[src/rtl/alu_pkg.sv]
// Shared definitions for the bit-serial ALU controller: opcodes, FSM states,
// slice operation encodings and the decoded slice-control record.
package alu_pkg;

    // ALU_control opcode values
    localparam logic [3:0] OP_AND = 4'b0000;
    localparam logic [3:0] OP_OR  = 4'b0001;
    localparam logic [3:0] OP_ADD = 4'b0010;
    localparam logic [3:0] OP_SUB = 4'b0110;
    localparam logic [3:0] OP_NOR = 4'b1100;
    localparam logic [3:0] OP_SLT = 4'b0111;

    // 1-bit slice operation select
    localparam logic [1:0] SLICE_AND  = 2'd0;
    localparam logic [1:0] SLICE_OR   = 2'd1;
    localparam logic [1:0] SLICE_ADD  = 2'd2;
    localparam logic [1:0] SLICE_LESS = 2'd3;

    typedef enum logic [1:0] {
        StIdle,
        StRun,
        StSltFix,
        StFin
    } state_e;

    // Slice controls plus the flags the controller needs per opcode
    typedef struct packed {
        logic       a_invert;
        logic       b_invert;
        logic       cin0;
        logic [1:0] operation;
        logic       legal;
        logic       arith;       // reports carry-out
        logic       signed_ovf;  // reports overflow (ADD/SUB only)
        logic       slt;
    } ctrl_t;

endpackage

[src/rtl/alu_top.sv]
// 1-bit ALU slice: optional operand inversion, AND/OR/ADD/LESS select, full-adder carry.
module alu_top
    import alu_pkg::*;
(
    input  logic       src1,
    input  logic       src2,
    input  logic       less,
    input  logic       a_invert,
    input  logic       b_invert,
    input  logic       cin,
    input  logic [1:0] operation,
    output logic       result,
    output logic       cout
);

    logic a;
    logic b;
    logic sum;

    // Slice result select and carry generation
    always_comb begin
        a    = src1 ^ a_invert;
        b    = src2 ^ b_invert;
        sum  = a ^ b ^ cin;
        cout = (a & b) | (a & cin) | (b & cin);
        case (operation)
            SLICE_AND: result = a & b;
            SLICE_OR:  result = a | b;
            SLICE_ADD: result = sum;
            default:   result = less;
        endcase
    end

endmodule

[src/rtl/alu_serial_ctrl.sv]
// Bit-serial WIDTH-bit ALU: one alu_top slice, one bit per clock LSB first,
// registered carry chain, start/done handshake toward issue and write-back.
module alu_serial_ctrl
    import alu_pkg::*;
#(
    parameter int unsigned WIDTH = 32,
    parameter int unsigned CNT_W = $clog2(WIDTH)
) (
    input  logic             clk_i,
    input  logic             rst_i,
    input  logic             start_i,
    input  logic [WIDTH-1:0] src1_i,
    input  logic [WIDTH-1:0] src2_i,
    input  logic [3:0]       ALU_control_i,
    output logic             busy_o,
    output logic             done_o,
    output logic [WIDTH-1:0] result_o,
    output logic             zero_o,
    output logic             cout_o,
    output logic             overflow_o,
    output logic             illegal_o
);

    function automatic ctrl_t decode(input logic [3:0] code);
        ctrl_t c;
        c = '0;
        case (code)
            OP_AND: c.operation = SLICE_AND;
            OP_OR:  c.operation = SLICE_OR;
            OP_ADD: begin c.operation = SLICE_ADD; c.arith = 1'b1; c.signed_ovf = 1'b1; end
            OP_SUB: begin
                c.b_invert = 1'b1; c.cin0 = 1'b1; c.operation = SLICE_ADD;
                c.arith = 1'b1; c.signed_ovf = 1'b1;
            end
            OP_NOR: begin c.a_invert = 1'b1; c.b_invert = 1'b1; c.operation = SLICE_AND; end
            OP_SLT: begin
                c.b_invert = 1'b1; c.cin0 = 1'b1; c.operation = SLICE_ADD;
                c.arith = 1'b1; c.slt = 1'b1;
            end
            default: c.operation = SLICE_AND;
        endcase
        // every listed opcode is legal; anything else decodes to all-zero controls
        c.legal = (code == OP_AND) || (code == OP_OR) || (code == OP_ADD) ||
                  (code == OP_SUB) || (code == OP_NOR) || (code == OP_SLT);
        return c;
    endfunction

    state_e           state_q, state_d;
    logic [WIDTH-1:0] a_q, b_q, res_q, result_q;
    logic [3:0]       op_q;
    logic [CNT_W-1:0] cnt_q;
    logic             carry_q, set_q, cout_pend_q, ovf_pend_q, ill_pend_q;
    logic             done_q, zero_q, cout_q, ovf_q, ill_q;
    ctrl_t            ctrl;
    logic             slice_res, slice_cout, last_bit, msb_ovf;

    // In IDLE decode the incoming opcode, otherwise the latched one
    assign ctrl     = decode((state_q == StIdle) ? ALU_control_i : op_q);
    assign last_bit = (cnt_q == CNT_W'(WIDTH - 1));
    assign msb_ovf  = carry_q ^ slice_cout;

    alu_top u_slice (
        .src1      (a_q[cnt_q]),
        .src2      (b_q[cnt_q]),
        .less      (1'b0),
        .a_invert  (ctrl.a_invert),
        .b_invert  (ctrl.b_invert),
        .cin       (carry_q),
        .operation (ctrl.operation),
        .result    (slice_res),
        .cout      (slice_cout)
    );

    // State register
    always_ff @(posedge clk_i or negedge rst_i) begin
        if (!rst_i) state_q <= StIdle;
        else        state_q <= state_d;
    end

    // Next-state logic
    always_comb begin
        state_d = state_q;
        case (state_q)
            StIdle:   if (start_i) state_d = ctrl.legal ? StRun : StFin;
            StRun:    if (last_bit) state_d = ctrl.slt ? StSltFix : StFin;
            StSltFix: state_d = StFin;
            StFin:    state_d = StIdle;
            default:  state_d = StIdle;
        endcase
    end

    // Operand capture, serial datapath and publication of results on completion
    always_ff @(posedge clk_i or negedge rst_i) begin
        if (!rst_i) begin
            a_q         <= '0;
            b_q         <= '0;
            op_q        <= '0;
            cnt_q       <= '0;
            carry_q     <= 1'b0;
            res_q       <= '0;
            set_q       <= 1'b0;
            cout_pend_q <= 1'b0;
            ovf_pend_q  <= 1'b0;
            ill_pend_q  <= 1'b0;
            result_q    <= '0;
            zero_q      <= 1'b0;
            cout_q      <= 1'b0;
            ovf_q       <= 1'b0;
            ill_q       <= 1'b0;
            done_q      <= 1'b0;
        end else begin
            done_q <= 1'b0;
            case (state_q)
                StIdle: if (start_i) begin
                    a_q         <= src1_i;
                    b_q         <= src2_i;
                    op_q        <= ALU_control_i;
                    cnt_q       <= '0;
                    carry_q     <= ctrl.cin0;
                    res_q       <= '0;
                    set_q       <= 1'b0;
                    cout_pend_q <= 1'b0;
                    ovf_pend_q  <= 1'b0;
                    ill_pend_q  <= ~ctrl.legal;
                end
                StRun: begin
                    res_q[cnt_q] <= slice_res;
                    carry_q      <= slice_cout;
                    if (last_bit) begin
                        cout_pend_q <= slice_cout & ctrl.arith;
                        ovf_pend_q  <= msb_ovf & ctrl.signed_ovf;
                        set_q       <= slice_res ^ msb_ovf;
                    end else begin
                        cnt_q <= cnt_q + 1'b1;
                    end
                end
                StSltFix: res_q <= {{(WIDTH-1){1'b0}}, set_q};
                StFin: begin
                    result_q <= res_q;
                    zero_q   <= (res_q == '0);
                    cout_q   <= cout_pend_q;
                    ovf_q    <= ovf_pend_q;
                    ill_q    <= ill_pend_q;
                    done_q   <= 1'b1;
                end
                default: ;
            endcase
        end
    end

    assign busy_o     = (state_q != StIdle);
    assign done_o     = done_q;
    assign result_o   = result_q;
    assign zero_o     = zero_q;
    assign cout_o     = cout_q;
    assign overflow_o = ovf_q;
    assign illegal_o  = ill_q;

endmodule

[config.mk]
export PLATFORM = sky130hd
export DESIGN_NAME = alu_serial_ctrl
export DESIGN_NICKNAME = d
export VERILOG_FILES = /design/src/rtl/alu_pkg.sv /design/src/rtl/alu_top.sv /design/src/rtl/alu_serial_ctrl.sv
export SDC_FILE = /design/constraint.sdc
export NUM_CORES = 1
export LEC_CHECK = 0
export BUFFER_PORTS_ARGS = -buffer_cell sky130_fd_sc_hd__buf_2
export CORE_MARGIN = 4
export CORE_UTILIZATION = 52
export DETAILED_ROUTE_END_ITERATION = 6
export PLACE_DENSITY = 0.77
export SYNTH_ARGS = -nofsm -noshare
export SYNTH_HDL_FRONTEND = slang
export SYNTH_SLANG_ARGS = --single-unit
[constraint.sdc]
create_clock -name clk_i -period 3.5 [get_ports clk_i]
set_input_delay 0.525 -clock clk_i [delete_from_list [all_inputs] [get_ports clk_i]]
set_output_delay 0.525 -clock clk_i [all_outputs]
set_load 0.03 [all_outputs]
==> results.md <==
- Static leakage: 4.03 nW
- Area of the multi-input gates: 3310 um2
- Layout net count: 810
- Count leader, synth: dfrtp_1
- Global-route wire length before repair: 28.5 mm
- Syn Area/Cell: 11.7 um2
- Cell depth of the worst flop-to-flop path: 10
- Met3 wire len: 1.11 mm
- Wire per inst: 19.2 um
- Inst Count DP: 881
- Gpl congestion: 0.887
- Die Wd: 126 um
- DR pass1 iterations: 6
- Chip height: 126 um
- Buffers on Ports: 108
- CP startpoint kind: register
- Number of max-cap violations: 0
- Number of enable flip-flop cells after synthesis: 0
- Crit end category: register
- Top_reg_cell synth: dfrtp_1
- Fmax: 0.305 GHz
- GRT overflow: 0
- ANT cells: 0
- CP arrival: 3630 ps
- Post-layout instance count excluding filler cells: 915
- Crit Path Class: reg -> reg
- Clock buffer count from CTS: 17
- Setup ws final: 220 ps
- Fill cells: 1,030
- Vias in the first global route: 5,707
- Power Total: 7.44 mW
- WL met1: 7.15 mm
- Initial antenna violation count: 0
- Drt initial violations: 560
- Status: finished, final reports clean
- RR Startpoint: cnt_q[0]$_DFFE_PN0P_
- Vias: 5,384
- Yosys top cell area share: 0.518
- Clock root cell: clkbuf_16
- Std-Cell Rows: 42
- Final setup fails: 0
- Cell count after synthesis: 617
- Final hold slack: 168 ps
- Slew margin rel.: 0.348
- Global Route Usage Sum: 0.224
- Final count of hold timing violations: 0
- Initial core utilization: 0.538
- Total length of routed met2 wires: 8.81 mm
- R2R Setup Slk: 220 ps
- Post-CTS Hold Fix Bufs: 0
- Worst-margin pin slew: 978 ps
- Synth warn: 0
- Post-synth ARST share: 1.00
- Crit-path max FO: 13
- Top Metal Used: met4
- Worst R2R End: set_q$_DFFE_PN0P_
- DP Worst Slack: 138 ps
- Sequential fraction of the synthesis area: 0.518
- Post-route DRC: 0
- Worst IR drop on VDD: 552 uV
- Final core utilization: 0.644
- Seq cells post-synth: 149
- Wirelength, routed: 17.6 mm
- Final period util: 0.937
- Maximum clock insertion buffer count: 2
- Mapped Area: 7200 um2
- Hpwl dp: 12.6 mm
- Hold Path Class: in -> async
- Final ANT Viol Nets: 0
- Cell variety after synth: 51
- Top post-synthesis cells by area: dfrtp_1, mux2_2, o21ai_0
- Area leader, netlist: dfrtp_1
- Core area: 13,400 um2
- Largest net degree at the start of global routing: 91
- IO Count: 109
- Die area: 15,800 um2
- Clk pin slew, worst setup/hold paths: 60 ps
- H-tree levels: 4
- CTS sink cnt: 149
- Max Slew Vio Count: 0
- Worst-skew pair later-pin latency: 430 ps
- Layout cells sized above 1: 0.394
- Area delta synth->final: 19.8%
- Syn nets: 701
- Power per Cell Area: 862 nW/um2
- Req. time, crit path: 3850 ps
- Final min period: 3280 ps
- Setup Skew: 7.73 ps
- Synth cell count leaders: dfrtp_1, mux2_2, o21ai_0
- CTS tree: done
- Vias per cell: 5.88
- Storage cell area: 3730 um2
area by class of cell:
type | instances | share of cell area
Inverter | 11 | 0.00479
Clock inverter | 13 | 0.0152
Tap cell | 176 | 0.0255
Multi-Input combinational cell | 417 | 0.384
Timing Repair Buffer | 130 | 0.0854
Clock buffer | 19 | 0.0525
Sequential cell | 149 | 0.432
layer usage:
metal / vias to the layer above / GRT usage
li1: 2489 / -
met1: 2637 / 0.277
met2: 205 / 0.378
met3: 53 / 0.0550
met4: 0 / 0.0950
met5: - / 0
repair_timing:
action                                  CTS  global route
resized for setup                         0             8
endpoints found under the setup margin    0            33
buffers inserted                          0             2
worst max-delay path, stage by stage, from the launching register on:
cell,delay [ps]
dfrtp_1,500
or4b_2,760
o32ai_1,150
nor4_1,70
nand2_1,170
xnor2_2,100
fa_1,460
xor2_1,200
nor2b_1,230
or3b_2,460
o211ai_1,100
logic make-up after synthesis:
family,count (synthesis),synth area share
DFF,149,0.518
AOI/OAI and AO/OA,147,0.124
muxes,140,0.213
and+or+nand+nor,112,0.0875
buffers and inverters,51,0.0281
adders and majority gates,13,0.0236
xor gates and xnor gates,5,0.00608
metrics by stage:
step	instance area, um2	setup TNS (ps)
finish	8630	0
global route	8630	-4.49
CTS	8570	0
detailed placement	7990	0
global placement	7990	0
floorplan	7200	0
state kept, by name, summed over array words and instances (netlist names), 2 cells and up:
signal	cells
cnt_q	5
op_q	4
a_q	32
b_q	32
res_q	32
state_q	2
result_o	32
placed cells by master, fill, tap and decap left out, types with 10 or more instances in the layout:
| cell | instances |
|---|---|
| mux2_2 | 105 |
| nor2_1 | 15 |
| o32ai_1 | 16 |
| o21ai_0 | 74 |
| nand3_1 | 11 |
| nor4_1 | 10 |
| ha_1 | 11 |
| buf_2 | 107 |
| buf_4 | 20 |
| mux2i_1 | 34 |
| nand2_1 | 25 |
| dfrtp_1 | 148 |
| a21oi_1 | 33 |
| clkbuf_16 | 17 |
| inv_1 | 11 |
worst max-delay path by stage:
| stage | start | end | depth (start not counted) |
|---|---|---|---|
| after global routing | state_q[1]$_DFFE_PN0P_ | res_q[3]$_DFFE_PN0P_ | 14 |
| final | cnt_q[0]$_DFFE_PN0P_ | set_q$_DFFE_PN0P_ | 10 |
| after CTS | state_q[0]$_DFFE_PN0P_ | res_q[15]$_DFFE_PN0P_ | 11 |
| after floorplan | state_q[0]$_DFFE_PN0P_ | res_q[15]$_DFFE_PN0P_ | 13 |
| after global placement | state_q[0]$_DFFE_PN0P_ | res_q[15]$_DFFE_PN0P_ | 11 |
| after detailed placement | state_q[0]$_DFFE_PN0P_ | res_q[15]$_DFFE_PN0P_ | 11 |
power breakdown:
part           internal (mW)  switching [mW]  leakage [nW]
combinational           1.36            1.71          1.83
clock                   1.08           0.724         0.277
sequential              2.22           0.343          1.92
(Power assumes the default switching activity.)
